### config.mk
export PLATFORM = sky130hd
export DESIGN_NAME = hazard_ctrl
export DESIGN_NICKNAME = d
export VERILOG_FILES = /design/src/rtl/hazard_ctrl_pkg.sv /design/src/rtl/hazard_ctrl_sat_counter.sv /design/src/rtl/hazard_ctrl.sv
export SDC_FILE = /design/constraint.sdc
export NUM_CORES = 1
export LEC_CHECK = 0
export CAP_MARGIN = 40
export CORE_MARGIN = 2
export CORE_UTILIZATION = 46
export DETAILED_ROUTE_END_ITERATION = 6
export GPL_ROUTABILITY_DRIVEN = 0
export PLACE_DENSITY = 0.9
export SYNTH_ARGS = -nofsm -noshare
export SYNTH_HDL_FRONTEND = slang
export SYNTH_HIERARCHICAL = 1
export SYNTH_SLANG_ARGS = --single-unit
### constraint.sdc
create_clock -name clk -period 5.8 [get_ports clk]
set_input_delay 0.87 -clock clk [delete_from_list [all_inputs] [get_ports clk]]
set_output_delay 0.87 -clock clk [all_outputs]
set_load 0.01 [all_outputs]
### src/rtl/hazard_ctrl_pkg.sv
// Shared encodings and register-match helpers for the hazard controller.
// The Fwd select encodings are also the ones used by execute's operand muxes.
package hazard_ctrl_pkg;

  localparam int REG_W = 5;

  typedef logic [REG_W-1:0] reg_idx_t;

  typedef enum logic [1:0] {
    ST_RUN      = 2'd0,
    ST_LDSTALL  = 2'd1,
    ST_REDIRECT = 2'd2
  } state_e;

  typedef enum logic [1:0] {
    FWD_RF  = 2'b00,
    FWD_MEM = 2'b01,
    FWD_WB  = 2'b10
  } fwd_sel_e;

  typedef struct packed {
    reg_idx_t dst;
    logic     wr_en;
  } reg_write_t;

  // x0 is hard-wired to zero, so a write to it never creates a dependency.
  function automatic logic writes_reg(input reg_write_t w, input reg_idx_t src);
    return w.wr_en && (w.dst != '0) && (w.dst == src);
  endfunction

  function automatic logic id_reads(input reg_write_t w,
                                    input reg_idx_t   rs1,
                                    input logic       used1,
                                    input reg_idx_t   rs2,
                                    input logic       used2);
    return (used1 && writes_reg(w, rs1)) || (used2 && writes_reg(w, rs2));
  endfunction

  // The younger producer (memory stage) holds the newer value.
  function automatic fwd_sel_e fwd_select(input reg_write_t mem_w,
                                          input reg_write_t wb_w,
                                          input reg_idx_t   src);
    if (writes_reg(mem_w, src)) return FWD_MEM;
    if (writes_reg(wb_w, src))  return FWD_WB;
    return FWD_RF;
  endfunction

endpackage

### src/rtl/hazard_ctrl_sat_counter.sv
// Saturating up-counter used for the stall and redirect performance counts.
module sat_counter #(
  parameter int CNT_W = 16
) (
  input  logic             clk,
  input  logic             reset,
  input  logic             inc,
  output logic [CNT_W-1:0] count
);

  localparam logic [CNT_W-1:0] CNT_MAX = {CNT_W{1'b1}};

  always_ff @(posedge clk or posedge reset) begin
    // NOTE: state uses non-blocking assignments so every flop samples pre-edge values.
    if (reset) begin
      count <= '0;
    end else if (inc && (count != CNT_MAX)) begin
      count <= count + CNT_W'(1);
    end
  end

endmodule

### src/rtl/hazard_ctrl.sv
// Pipeline hazard controller: redirect flush, RAW stall and operand forwarding.
// Define HAZARD_FORWARD_EN for load-use stalls plus forwarding; otherwise every RAW stalls.
module hazard_ctrl
  import hazard_ctrl_pkg::*;
#(
  parameter int CNT_W = 16
) (
  input  logic             clk,
  input  logic             reset,
  input  logic [4:0]       i_id_Rs1,
  input  logic [4:0]       i_id_Rs2,
  input  logic             i_id_Rs1Used,
  input  logic             i_id_Rs2Used,
  input  logic [4:0]       i_ex_Rs1,
  input  logic [4:0]       i_ex_Rs2,
  input  logic [4:0]       i_ex_RegDst,
  input  logic             i_ex_RegWrEn,
  input  logic             i_ex_MemToReg,
  input  logic [4:0]       i_mem_RegDst,
  input  logic             i_mem_RegWrEn,
  input  logic             i_mem_Branch,
  input  logic             i_mem_Zero,
  input  logic             i_mem_Jump,
  input  logic [4:0]       i_wb_RegDst,
  input  logic             i_wb_RegWrEn,
  output logic             o_ctr_StallIF,
  output logic             o_ctr_StallID,
  output logic             o_ctr_FlushID,
  output logic             o_ctr_FlushEX,
  output logic             o_ctr_FlushMEM,
  output logic             o_ctr_PcSel,
  output logic [1:0]       o_ctr_Fwd1Sel,
  output logic [1:0]       o_ctr_Fwd2Sel,
  output logic [CNT_W-1:0] o_ctr_StallCnt,
  output logic [CNT_W-1:0] o_ctr_FlushCnt,
  output logic [1:0]       o_ctr_State
);

  reg_write_t ex_w;
  reg_write_t mem_w;
  reg_write_t wb_w;
  state_e     state;
  state_e     state_next;
  fwd_sel_e   fwd1;
  fwd_sel_e   fwd2;
  logic       taken;
  logic       ex_visible;
  logic       id_hit_ex;
  logic       hazard;
  logic       stall;
  logic       flush;

  assign ex_w  = '{dst: i_ex_RegDst,  wr_en: i_ex_RegWrEn};
  assign mem_w = '{dst: i_mem_RegDst, wr_en: i_mem_RegWrEn};
  assign wb_w  = '{dst: i_wb_RegDst,  wr_en: i_wb_RegWrEn};

  assign taken = (i_mem_Branch & i_mem_Zero) | i_mem_Jump;

  // During REDIRECT execute holds the bubble we just flushed in, so its fields are stale.
  assign ex_visible = (state != ST_REDIRECT);
  assign id_hit_ex  = ex_visible &&
                      id_reads(ex_w, i_id_Rs1, i_id_Rs1Used, i_id_Rs2, i_id_Rs2Used);

`ifdef HAZARD_FORWARD_EN
  assign hazard = i_ex_MemToReg && id_hit_ex;
  assign fwd1   = fwd_select(mem_w, wb_w, i_ex_Rs1);
  assign fwd2   = fwd_select(mem_w, wb_w, i_ex_Rs2);
`else
  logic unused_fwd_inputs;

  // Without bypass paths decode must wait until no in-flight stage still owes it a value.
  assign hazard = id_hit_ex ||
                  id_reads(mem_w, i_id_Rs1, i_id_Rs1Used, i_id_Rs2, i_id_Rs2Used) ||
                  id_reads(wb_w,  i_id_Rs1, i_id_Rs1Used, i_id_Rs2, i_id_Rs2Used);
  assign fwd1   = FWD_RF;
  assign fwd2   = FWD_RF;
  assign unused_fwd_inputs = ^{i_ex_MemToReg, i_ex_Rs1, i_ex_Rs2};
`endif

  // A redirect discards decode anyway, so it overrides any stall request.
  assign flush = !reset && taken;
  assign stall = !reset && !taken && hazard;

  always_comb begin
    // NOTE: every output gets a default first so no path through the block can infer a latch.
    state_next     = ST_RUN;
    o_ctr_StallIF  = 1'b0;
    o_ctr_StallID  = 1'b0;
    o_ctr_FlushID  = 1'b0;
    o_ctr_FlushEX  = 1'b0;
    o_ctr_FlushMEM = 1'b0;
    o_ctr_PcSel    = 1'b0;
    o_ctr_Fwd1Sel  = FWD_RF;
    o_ctr_Fwd2Sel  = FWD_RF;

    if (flush) begin
      state_next     = ST_REDIRECT;
      o_ctr_PcSel    = 1'b1;
      o_ctr_FlushID  = 1'b1;
      o_ctr_FlushEX  = 1'b1;
      o_ctr_FlushMEM = 1'b1;
    end else if (stall) begin
      state_next     = ST_LDSTALL;
      o_ctr_StallIF  = 1'b1;
      o_ctr_StallID  = 1'b1;
      o_ctr_FlushEX  = 1'b1;
    end

    if (!reset) begin
      o_ctr_Fwd1Sel = fwd1;
      o_ctr_Fwd2Sel = fwd2;
    end
  end

  always_ff @(posedge clk or posedge reset) begin
    if (reset) begin
      state <= ST_RUN;
    end else begin
      state <= state_next;
    end
  end

  assign o_ctr_State = state;

  sat_counter #(.CNT_W(CNT_W)) u_stall_cnt (
    .clk   (clk),
    .reset (reset),
    .inc   (stall),
    .count (o_ctr_StallCnt)
  );

  sat_counter #(.CNT_W(CNT_W)) u_flush_cnt (
    .clk   (clk),
    .reset (reset),
    .inc   (flush),
    .count (o_ctr_FlushCnt)
  );

endmodule

==> results of run 1 <==
-- sequential cells by signal, indices dropped and copies added (netlist names) --
register	count
o_ctr_State	2
u_flush_cnt/count	16
u_stall_cnt/count	16
-- report_power, final --
part	switching, W	total (W)	internal, W
sequential	0.0000393	0.000302	0.000262
combinational	0.0000794	0.000189	0.000109
clock	0.0000823	0.000178	0.0000957
total	0.000201	0.000668	0.000467
-- cells in the final DEF (no fill, tap or decap) --
cell             instances
xnor2_1                 52
ha_1                     2
dfrtp_1                 34
nand3_1                 14
nor3_1                   1
clkbuf_8                 6
a31oi_1                  1
or4_1                    2
o21a_1                   3
a21oi_1                  7
mux2i_1                  2
nand4_1                 16
conb_1                   4
and2_1                   2
nand2_1                 20
mux2_2                   4
o22ai_2                  1
clkbuf_1                 1
o22ai_1                  2
nor4_4                   2
and4_2                   2
nand4_4                  2
nor2_1                   8
and4_1                   6
o2111ai_1                1
nand4_2                  2
nand2b_1                 3
a32oi_2                  1
and3_1                   8
clkinv_2                 1
nand2_2                  2
clkdlybuf4s50_1         74
and3_2                   2
inv_1                    3
-- per-layer routing --
layer	track usage (%)	part of all wire, %	routed length [um]
met2	36.7	51	2670
met5	0	0	0
met4	9.05	2.5	130
met1	25.7	42	2240
met3	3.73	4.4	234
-- worst max-delay path, cell delays in order --
cell             delay (ps)
clkdlybuf4s50_1         480
or4_1                   540
o21a_1                  200
a32oi_2                 250
a21oi_1                 160
clkdlybuf4s50_1         510
-- layout make-up --
type	instances	area, um2
inverters	3	11.3
repair buffers	74	741
flip-flops and latches	34	851
multi-input cells	172	1260
well taps	52	65.1
clock inverters	1	5.00
clock buffers	7	86.3
fillers	361	1420
-- logic make-up after synthesis --
family,after synthesis,synth area share [%]
AND/OR/NAND/NOR,92,27.1
buffers and inverters,10,2.95
multiplexers,6,3.01
flip-flops,34,39.3
other,1,0.173
AO/OA/AOI/OAI,16,5.26
adder cells (fa/ha/maj),2,1.16
XOR/XNOR,52,21.0
-- final timing paths --
kind / startpoint / endpoint / slack (ps)
max: i_mem_RegDst[1] / o_ctr_StallIF / 1920
min: u_flush_cnt/count[15]$_DFFE_PP0P_ / u_flush_cnt/count[15]$_DFFE_PP0P_ / 500
max reg2reg: o_ctr_State[1]$_DFF_PP0_ / u_stall_cnt/count[14]$_DFFE_PP0P_ / 3640
min reg2reg: u_flush_cnt/count[15]$_DFFE_PP0P_ / u_flush_cnt/count[15]$_DFFE_PP0P_ / 500
max in group asynchronous: reset / u_stall_cnt/count[3]$_DFFE_PP0P_ / 4300
min in group asynchronous: reset / o_ctr_State[0]$_DFF_PP0_ / 880
-- through the flow --
step           hold slack (ps)  power [W]
3_3_place_gp               498   0.000485
4_1_cts                    510   0.000672
6_report                   505   0.000668
2_1_floorplan              530   0.000388
3_5_place_dp               499   0.000493
5_1_grt                    548   0.000702
==> flow_summary_export.csv, run 1 <==
group,metric,value,unit
status,outcome,"completed",
power_and_ir_drop,p_per_area,221,mW/mm2
synthesis,synthMostInstantiatedCell,"xnor2_1",
hold_path,hp-class,"flip-flop to flip-flop",
drt,vias,1880,
floorplanning,rows,24,
setup_path,crit_arrival,3010,ps
clocking,clk_pin_slew,70,ps
layout,stdcell_count,343,
setup_path,crit_type,"input port to output port",
synthesis,synthTopCellsByArea,"dfrtp_1 39%, xnor2_1 21%, nand4_1 4.6%",
layout,n_antenna_cell,0,
layout,syn2layout_area_growth,39.5,%
setup_path,cp_max_fo,3,
setup_path,crit_path_start_kind,"input port",
synthesis,synth_common_cells,"52 x xnor2_1, 34 x dfrtp_1, 20 x nand2_1",
synthesis,ys_seq_elements,34,
sta,rsz0062_at_grt,"false",
placed_design,dp.cells,335,
clocking,cts_tree,"done",
sta,slew_headroom,59.0,%
global_route,grt_pass1_vias,1832,
synthesis,synth-edff-count,0,
clocking,clock_sinks,34,
drt,drc,0,
clocking,clkLatencyLatePin,280,ps
power_and_ir_drop,leakagePower,1.22,nW
global_route,grt_max_degree,17,
placed_design,hpwl,4.15,mm
clocking,cts_made_buffers,5,
run,drv_cap,0,
synthesis,postSynthCellCount,213,
layout,finish.utilization,68.0,%
drt,wire_per_inst,15.4,um
synthesis,synth_flop_cell,"dfrtp_1",
sta,fin_worst_skew,6.37,ps
synthesis,async_flop_share,100,%
floorplanning,ioPinCount,90,
clocking,htreeDepth,2,
clocking,clock_path_buffers,2,
sta,setup_tns,0,ps
synthesis,syn_avg_cell_area,10.2,um2
synthesis,synth.distinct_cells,31,
global_route,grt_pass1_wl,8.74,mm
layout,final_layout_size_suffix_gt1_share,8.59,%
layout,nets,338,
clocking,root_buffer,"clkbuf_8",
power_and_ir_drop,peakVddDrop,0.202,mV
global_route,grt_usage,21.1,%
sta,worst_slew_pin_slew,615,ps
drt,dr.first_iter.drc_count,92,
floorplanning,die_area,0.00527,mm2
placed_design,port_buffers,74,
floorplanning,die_y,72.6,um
synthesis,yosysSeqAreaShare,39.3,%
drt,wirelength,5.28,mm
floorplanning,initial_utilization,48.7,%
drt,first_pass_iters,4,
setup_path,crit_path_end_kind,"output port",
floorplanning,fp.dieW,72.6,um
clocking,post_cts_resized,0,
sta,maxSlewViolCount,0,
layout,design_area,0.00302,mm2
synthesis,synth_warnings,6,
clocking,cts_setup_buffers,0,
global_route,antenna_found_initial,0,
placed_design,pre_cts_slack,1930,ps
setup_path,r2r_cells,7,
sta,fmax,258,MHz
synthesis,syn-cell-area,0.00216,mm2
sta,setup_viol,0,
sta,setup_ws,1920,ps
synthesis,yosys.area.top_type,"dfrtp_1",
clocking,cts_hold_buf,0,
synthesis,synth_top_area_share,39.3,%
sta,hold_violations,0,
drt,viasPerCell,5.48,
hold_path,hold_depth,1,
global_route,grt-ovfl-total,0,
drt,ant_nets,0,
sta,finalCriticalPeriod,3880,ps
floorplanning,design.core.area,0.00444,mm2
placed_design,place_area,0.00293,mm2
setup_path,cp.required,4930,ps
sta,post-route-period-util,66.9,%
(Power assumes the default switching activity.)
==> run 2: changes to the inputs <==
--- a/config.mk
+++ b/config.mk
@@ -7,10 +7,10 @@
 export LEC_CHECK = 0
 export CAP_MARGIN = 40
 export CORE_MARGIN = 2
-export CORE_UTILIZATION = 46
+export CORE_UTILIZATION = 43
 export DETAILED_ROUTE_END_ITERATION = 6
 export GPL_ROUTABILITY_DRIVEN = 0
-export PLACE_DENSITY = 0.9
+export PLACE_DENSITY = 0.85
 export SYNTH_ARGS = -nofsm -noshare
 export SYNTH_HDL_FRONTEND = slang
 export SYNTH_HIERARCHICAL = 1
==> constraint.sdc (replaced) <==
create_clock -name clk -period 4 [get_ports clk]
set_input_delay 0.6 -clock clk [delete_from_list [all_inputs] [get_ports clk]]
set_output_delay 0.6 -clock clk [all_outputs]
set_load 0.01 [all_outputs]
==> run 2 against run 1 <==
Net effect:
- final cell count up 4.1%
- clock skew down 2.6 ps
- cell area increased by 0.12%
- setup slack worse by 1200 ps
- non-clock buffer count unchanged
- critical endpoint unchanged
- largest cell class unchanged
==> flow_summary_export.csv, run 2 (synthesis results as in run 1) <==
group,metric,value,unit
status,outcome,"completed",
setup_path,crit_arrival,2710,ps
drt,drc,0,
clocking,clock_path_buffers,2,
power_and_ir_drop,p_comb_share,28.9,%
global_route,grt_pass1_wl,8.56,mm
hold_path,whs_endpoint,"u_stall_cnt/count[15]$_DFFE_PP0P_",
layout,syn2layout_area_growth,39.7,%
sta,finalCriticalPeriod,3310,ps
setup_path,regToRegStartpoint,"o_ctr_State[1]$_DFF_PP0_",
floorplanning,ioPinCount,90,
sta,maxSlewViolCount,0,
clocking,post_cts_resized,0,
floorplanning,design.core.area,0.00479,mm2
power_and_ir_drop,seqPwrFrac,46.5,%
global_route,grt_pass1_vias,1804,
clocking,htreeDepth,2,
layout,nets,338,
layout,final_layout_size_suffix_gt1_share,7.93,%
power_and_ir_drop,p_per_area,311,mW/mm2
power_and_ir_drop,peakVddDrop,0.264,mV
sta,hold_slack,505,ps
clocking,cts_hold_buf,0,
hold_path,hold_depth,1,
sta,fin_worst_skew,3.73,ps
global_route,use_met3,5.49,%
setup_path,crit_top_cell,"clkdlybuf4s50_1",
layout,nFillCells,418,
drt,vias,1853,
floorplanning,rows,25,
setup_path,crit_path_start_kind,"input port",
global_route,antenna_found_initial,0,
clocking,clock_sinks,34,
setup_path,r2r-end,"u_stall_cnt/count[14]$_DFFE_PP0P_",
hold_path,min-delay-start,"u_stall_cnt/count[15]$_DFFE_PP0P_",
sta,rsz0062_at_grt,"false",
floorplanning,initial_utilization,45.2,%
sta,setup_viol,0,
setup_path,crit_path_end_kind,"output port",
sta,post-route-period-util,82.8,%
floorplanning,die_area,0.00562,mm2
layout,n_antenna_cell,0,
power_and_ir_drop,p_switching,0.000282,W
clocking,cts_made_buffers,5,
setup_path,cp_max_fo,3,
floorplanning,fp.dieW,75.0,um
setup_path,r2r_setup_slack,1870,ps
drt,wirelength,5.13,mm
sta,worst_slew_pin_slew,642,ps
global_route,use_met2,34.9,%
power_and_ir_drop,power.internal,0.000658,W
clocking,root_buffer,"clkbuf_8",
sta,hold_violations,0,
layout,layout_commonest_cell,"clkdlybuf4s50_1",
placed_design,port_buffers,74,
setup_path,r2r_cells,7,
floorplanning,die_y,75.0,um
sta,slew_headroom,57.0,%
sta,fmax,302,MHz
setup_path,crit_type,"input port to output port",
drt,ant_nets,0,
clocking,clk_pin_slew,60,ps
global_route,met1_usage,23.8,%
hold_path,hp-class,"flip-flop to flip-flop",
power_and_ir_drop,p_sw_share,30.0,%
global_route,grt-ovfl-total,0,
global_route,grt_usage,19.8,%
power_and_ir_drop,leakagePower,1.21,nW
clocking,cts_tree,"done",
drt,first_pass_iters,4,
setup_path,slowest_delay,540,ps
clocking,cts_setup_buffers,0,
global_route,grt-busiest-layer,"met2",
clocking,clkLatencyLatePin,280,ps
setup_path,cp_cell_sequence,"clkdlybuf4s50_1, or4_1, o21a_1, a32oi_2, a21oi_1, clkdlybuf4s50_1",
setup_path,cp.required,3400,ps
sta,setup_tns,0,ps
drt,wire_per_inst,14.4,um
layout,final_cell_mix,"74 x clkdlybuf4s50_1, 52 x xnor2_1, 34 x dfrtp_1, 20 x nand2_1, 16 x nand4_1",
drt,dr.first_iter.drc_count,54,
drt,viasPerCell,5.19,
run,drv_cap,0,
global_route,grt_max_degree,17,
power_and_ir_drop,pwr-share-clk,24.6,%
placed_design,hpwl,4.12,mm
setup_path,cp_slowest_cell,"or4_1",
## run 2: critical path: cells and delay by family
kind	cells	cell delay, ps
simple gates	1	540
buf+inv	2	990
compound gates	3	580
## run 2: power groups by stage
stage / logic (W) / clock network [W] / registers [W]
after floorplan: 0.000115 / 0 / 0.000448
after global placement: 0.000264 / 0 / 0.000440
after detailed placement: 0.000272 / 0 / 0.000441
after CTS: 0.000272 / 0.000242 / 0.000438
after global routing: 0.000295 / 0.000259 / 0.000446
final: 0.000271 / 0.000232 / 0.000437
## run 2: stage by stage
stage,total power (W),worst slack (ps),util (%),cells,area (um2)
floorplan,0.000563,1570,-,216,2180
global placement,0.000704,706,61.6,350,2950
detailed placement,0.000714,663,61.6,350,2950
CTS,0.000952,679,63.2,357,3020
global route,0.00100,522,63.2,357,3020
finish,0.000940,689,63.2,357,3020
## run 2: per-layer routing
metal	vias up	share of wire, %
met4	0	0.82
li1	907	-
met1	891	43
met5	-	0
met3	5	4.6
met2	50	52
## run 2: layout make-up
type / instances / area [um2] / area share [%]
Clock buffer: 7 / 76.3 / 2.52
Inverter: 3 / 11.3 / 0.372
Multi-Input combinational cell: 172 / 1260 / 41.7
Sequential cell: 34 / 851 / 28.1
Tap cell: 67 / 83.8 / 2.77
Timing Repair Buffer: 74 / 741 / 24.5
## run 2: worst max-delay path by stage
stage                                              endpoint  cells past startpoint            start  slack, ps
after CTS                                     o_ctr_StallIF                      6  i_mem_RegDst[1]        680
after global placement                        o_ctr_StallIF                      6  i_mem_RegDst[1]        710
final                                         o_ctr_StallIF                      6  i_mem_RegDst[1]        690
after global routing                          o_ctr_StallIF                      7      i_id_Rs1[4]        520
after floorplan           u_stall_cnt/count[14]$_DFFE_PP0P_                      9      i_id_Rs2[1]       1570
after detailed placement  u_stall_cnt/count[14]$_DFFE_PP0P_                     10      i_id_Rs2[1]        660
==> run 3: changes to the inputs <==
==> constraint.sdc (replaced) <==
create_clock -name clk -period 3.4 [get_ports clk]
set_input_delay 0.51 -clock clk [delete_from_list [all_inputs] [get_ports clk]]
set_output_delay 0.51 -clock clk [all_outputs]
set_load 0.01 [all_outputs]
==> run 3 against run 2 <==
Net effect:
- sequential share of layout area decreased by 0.38 points
- combinational power increased by 17%
- largest cell class unchanged
- critical endpoint unchanged
- highest routed layer unchanged
- register-to-register slack got worse by 400 ps
==> flow_summary_export.csv, run 3 (synthesis results as in run 1) <==
group,metric,value,unit
status,outcome,"completed",
sta,rsz0062_at_grt,"false",
drt,viasPerCell,5.26,
sta,post-route-period-util,92.2,%
layout,final_layout_size_suffix_gt1_share,9.25,%
sta,setup_viol,0,
placed_design,port_buffers,74,
clocking,cts_hold_buf,0,
clocking,cts_tree,"done",
placed_design,dp.cells,351,
layout,stdcell_count,359,
sta,worst_slew_pin_slew,608,ps
setup_path,r2r_setup_slack,1470,ps
setup_path,cp.required,2890,ps
layout,n_antenna_cell,0,
sta,setup_tns,0,ps
global_route,antenna_found_initial,0,
placed_design,place_area,0.00296,mm2
sta,fin_worst_skew,8.07,ps
drt,highest_layer,"met4",
power_and_ir_drop,leakagePower,1.24,nW
setup_path,crit_arrival,2630,ps
sta,slew_headroom,59.4,%
placed_design,pre_cts_slack,272,ps
layout,design_area,0.00307,mm2
sta,finalCriticalPeriod,3140,ps
clocking,root_buffer,"clkbuf_8",
setup_path,slowest_delay,540,ps
layout,layout_commonest_cell,"clkdlybuf4s50_1",
global_route,grt_pass1_vias,1883,
setup_path,crit_path_end_kind,"output port",
setup_path,r2r_cells,7,
layout,syn2layout_area_growth,41.6,%
clocking,htreeDepth,2,
global_route,grt_usage,19.9,%
layout,nets,339,
sta,setup_ws,264,ps
floorplanning,die_y,75.0,um
setup_path,r2r-end,"u_stall_cnt/count[14]$_DFFE_PP0P_",
placed_design,hpwl,3.93,mm
floorplanning,fp.dieW,75.0,um
clocking,post_cts_resized,0,
setup_path,crit_top_cell,"clkdlybuf4s50_1",
clocking,cts_made_buffers,5,
hold_path,hp-class,"input port to asynchronous set/reset pin",
setup_path,critical_path_buf_inv_count,2,
sta,maxSlewViolCount,0,
drt,first_pass_iters,5,
floorplanning,die_area,0.00562,mm2
drt,vias,1889,
setup_path,cp_max_fo,3,
clocking,clk_pin_slew,60,ps
setup_path,critPathTopFamily,"buffers and inverters",
floorplanning,rows,25,
setup_path,cp_slowest_cell,"or4_1",
layout,nFillCells,391,
setup_path,regToRegStartpoint,"o_ctr_State[1]$_DFF_PP0_",
drt,dr_wl_met3,244,um
clocking,clock_sinks,34,
setup_path,crit_path_start_kind,"input port",
drt,ant_nets,0,
sta,hold_violations,0,
drt,met1_length,2.19,mm
drt,route.met2.wl,2.59,mm
floorplanning,ioPinCount,90,
power_and_ir_drop,p_per_area,385,mW/mm2
drt,wirelength,5.11,mm
floorplanning,design.core.area,0.00479,mm2
clocking,cts_setup_buffers,0,
floorplanning,initial_utilization,45.2,%
drt,wire_per_inst,14.2,um
drt,dr.first_iter.drc_count,118,
sta,fmax,319,MHz
setup_path,cp_cell_sequence,"clkdlybuf4s50_1, or4_1, o21a_1, a32oi_2, a21oi_1, clkdlybuf4s50_1",
clocking,clock_path_buffers,2,
clocking,clkLatencyLatePin,290,ps
layout,final_cell_mix,"74 x clkdlybuf4s50_1, 52 x xnor2_1, 34 x dfrtp_1, 20 x nand2_1, 16 x nand4_1",
run,drv_cap,0,
drt,drc,0,
global_route,grt_max_degree,17,
power_and_ir_drop,peakVddDrop,0.343,mV
global_route,grt-ovfl-total,0,
setup_path,crit_type,"input port to output port",
global_route,grt_pass1_wl,8.53,mm
setup_path,path_depth,6,
## run 3: power by group
group / switching, W / total (W) / internal, W
clock network: 0.000146 / 0.000350 / 0.000204
registers: 0.0000651 / 0.000513 / 0.000448
logic: 0.000132 / 0.000318 / 0.000186
total: 0.000342 / 0.00118 / 0.000839
## run 3: metal layers
layer  global-route usage (%)  up-vias
li1                         -      913
met1                     24.0      911
met2                     33.7       54
met3                     6.02       11
met4                     6.75        0
met5                        0        -
## run 3: worst max path at each step
stage,from,end,slack [ps]
floorplan,i_id_Rs2[1],u_stall_cnt/count[14]$_DFFE_PP0P_,1060
global placement,i_mem_RegDst[1],o_ctr_StallIF,300
detailed placement,i_mem_RegDst[1],o_ctr_StallIF,270
CTS,i_mem_RegDst[1],o_ctr_StallIF,260
global route,i_id_Rs1[3],o_ctr_StallIF,110
finish,i_mem_RegDst[1],o_ctr_StallIF,260
## run 3: worst reg2reg max path, stage by stage (launching register included)
cell	delay, ps
dfrtp_1	380
nand2b_1	70
o2111ai_1	160
a21oi_1	250
and4_1	340
nand3_1	150
nor2_1	150
mux2_2	340
## run 3: final cells by class
class,instances,area (um2),share of cell area [%]
Multi-Input combinational cell,172,1260,41.1
Sequential cell,34,851,27.8
Timing Repair Buffer,75,748,24.4
Clock buffer,8,110,3.59
Tap cell,67,83.8,2.73
Inverter,3,11.3,0.367
## run 3: metrics by stage
step | power, W | hold WS [ps] | util (%)
final | 0.00118 | 502 | 64.1
after global routing | 0.00125 | 537 | 64.1
after CTS | 0.00119 | 496 | 64.1
after detailed placement | 0.000834 | 504 | 61.8
after global placement | 0.000829 | 496 | 61.8
after floorplan | 0.000663 | 259 | -
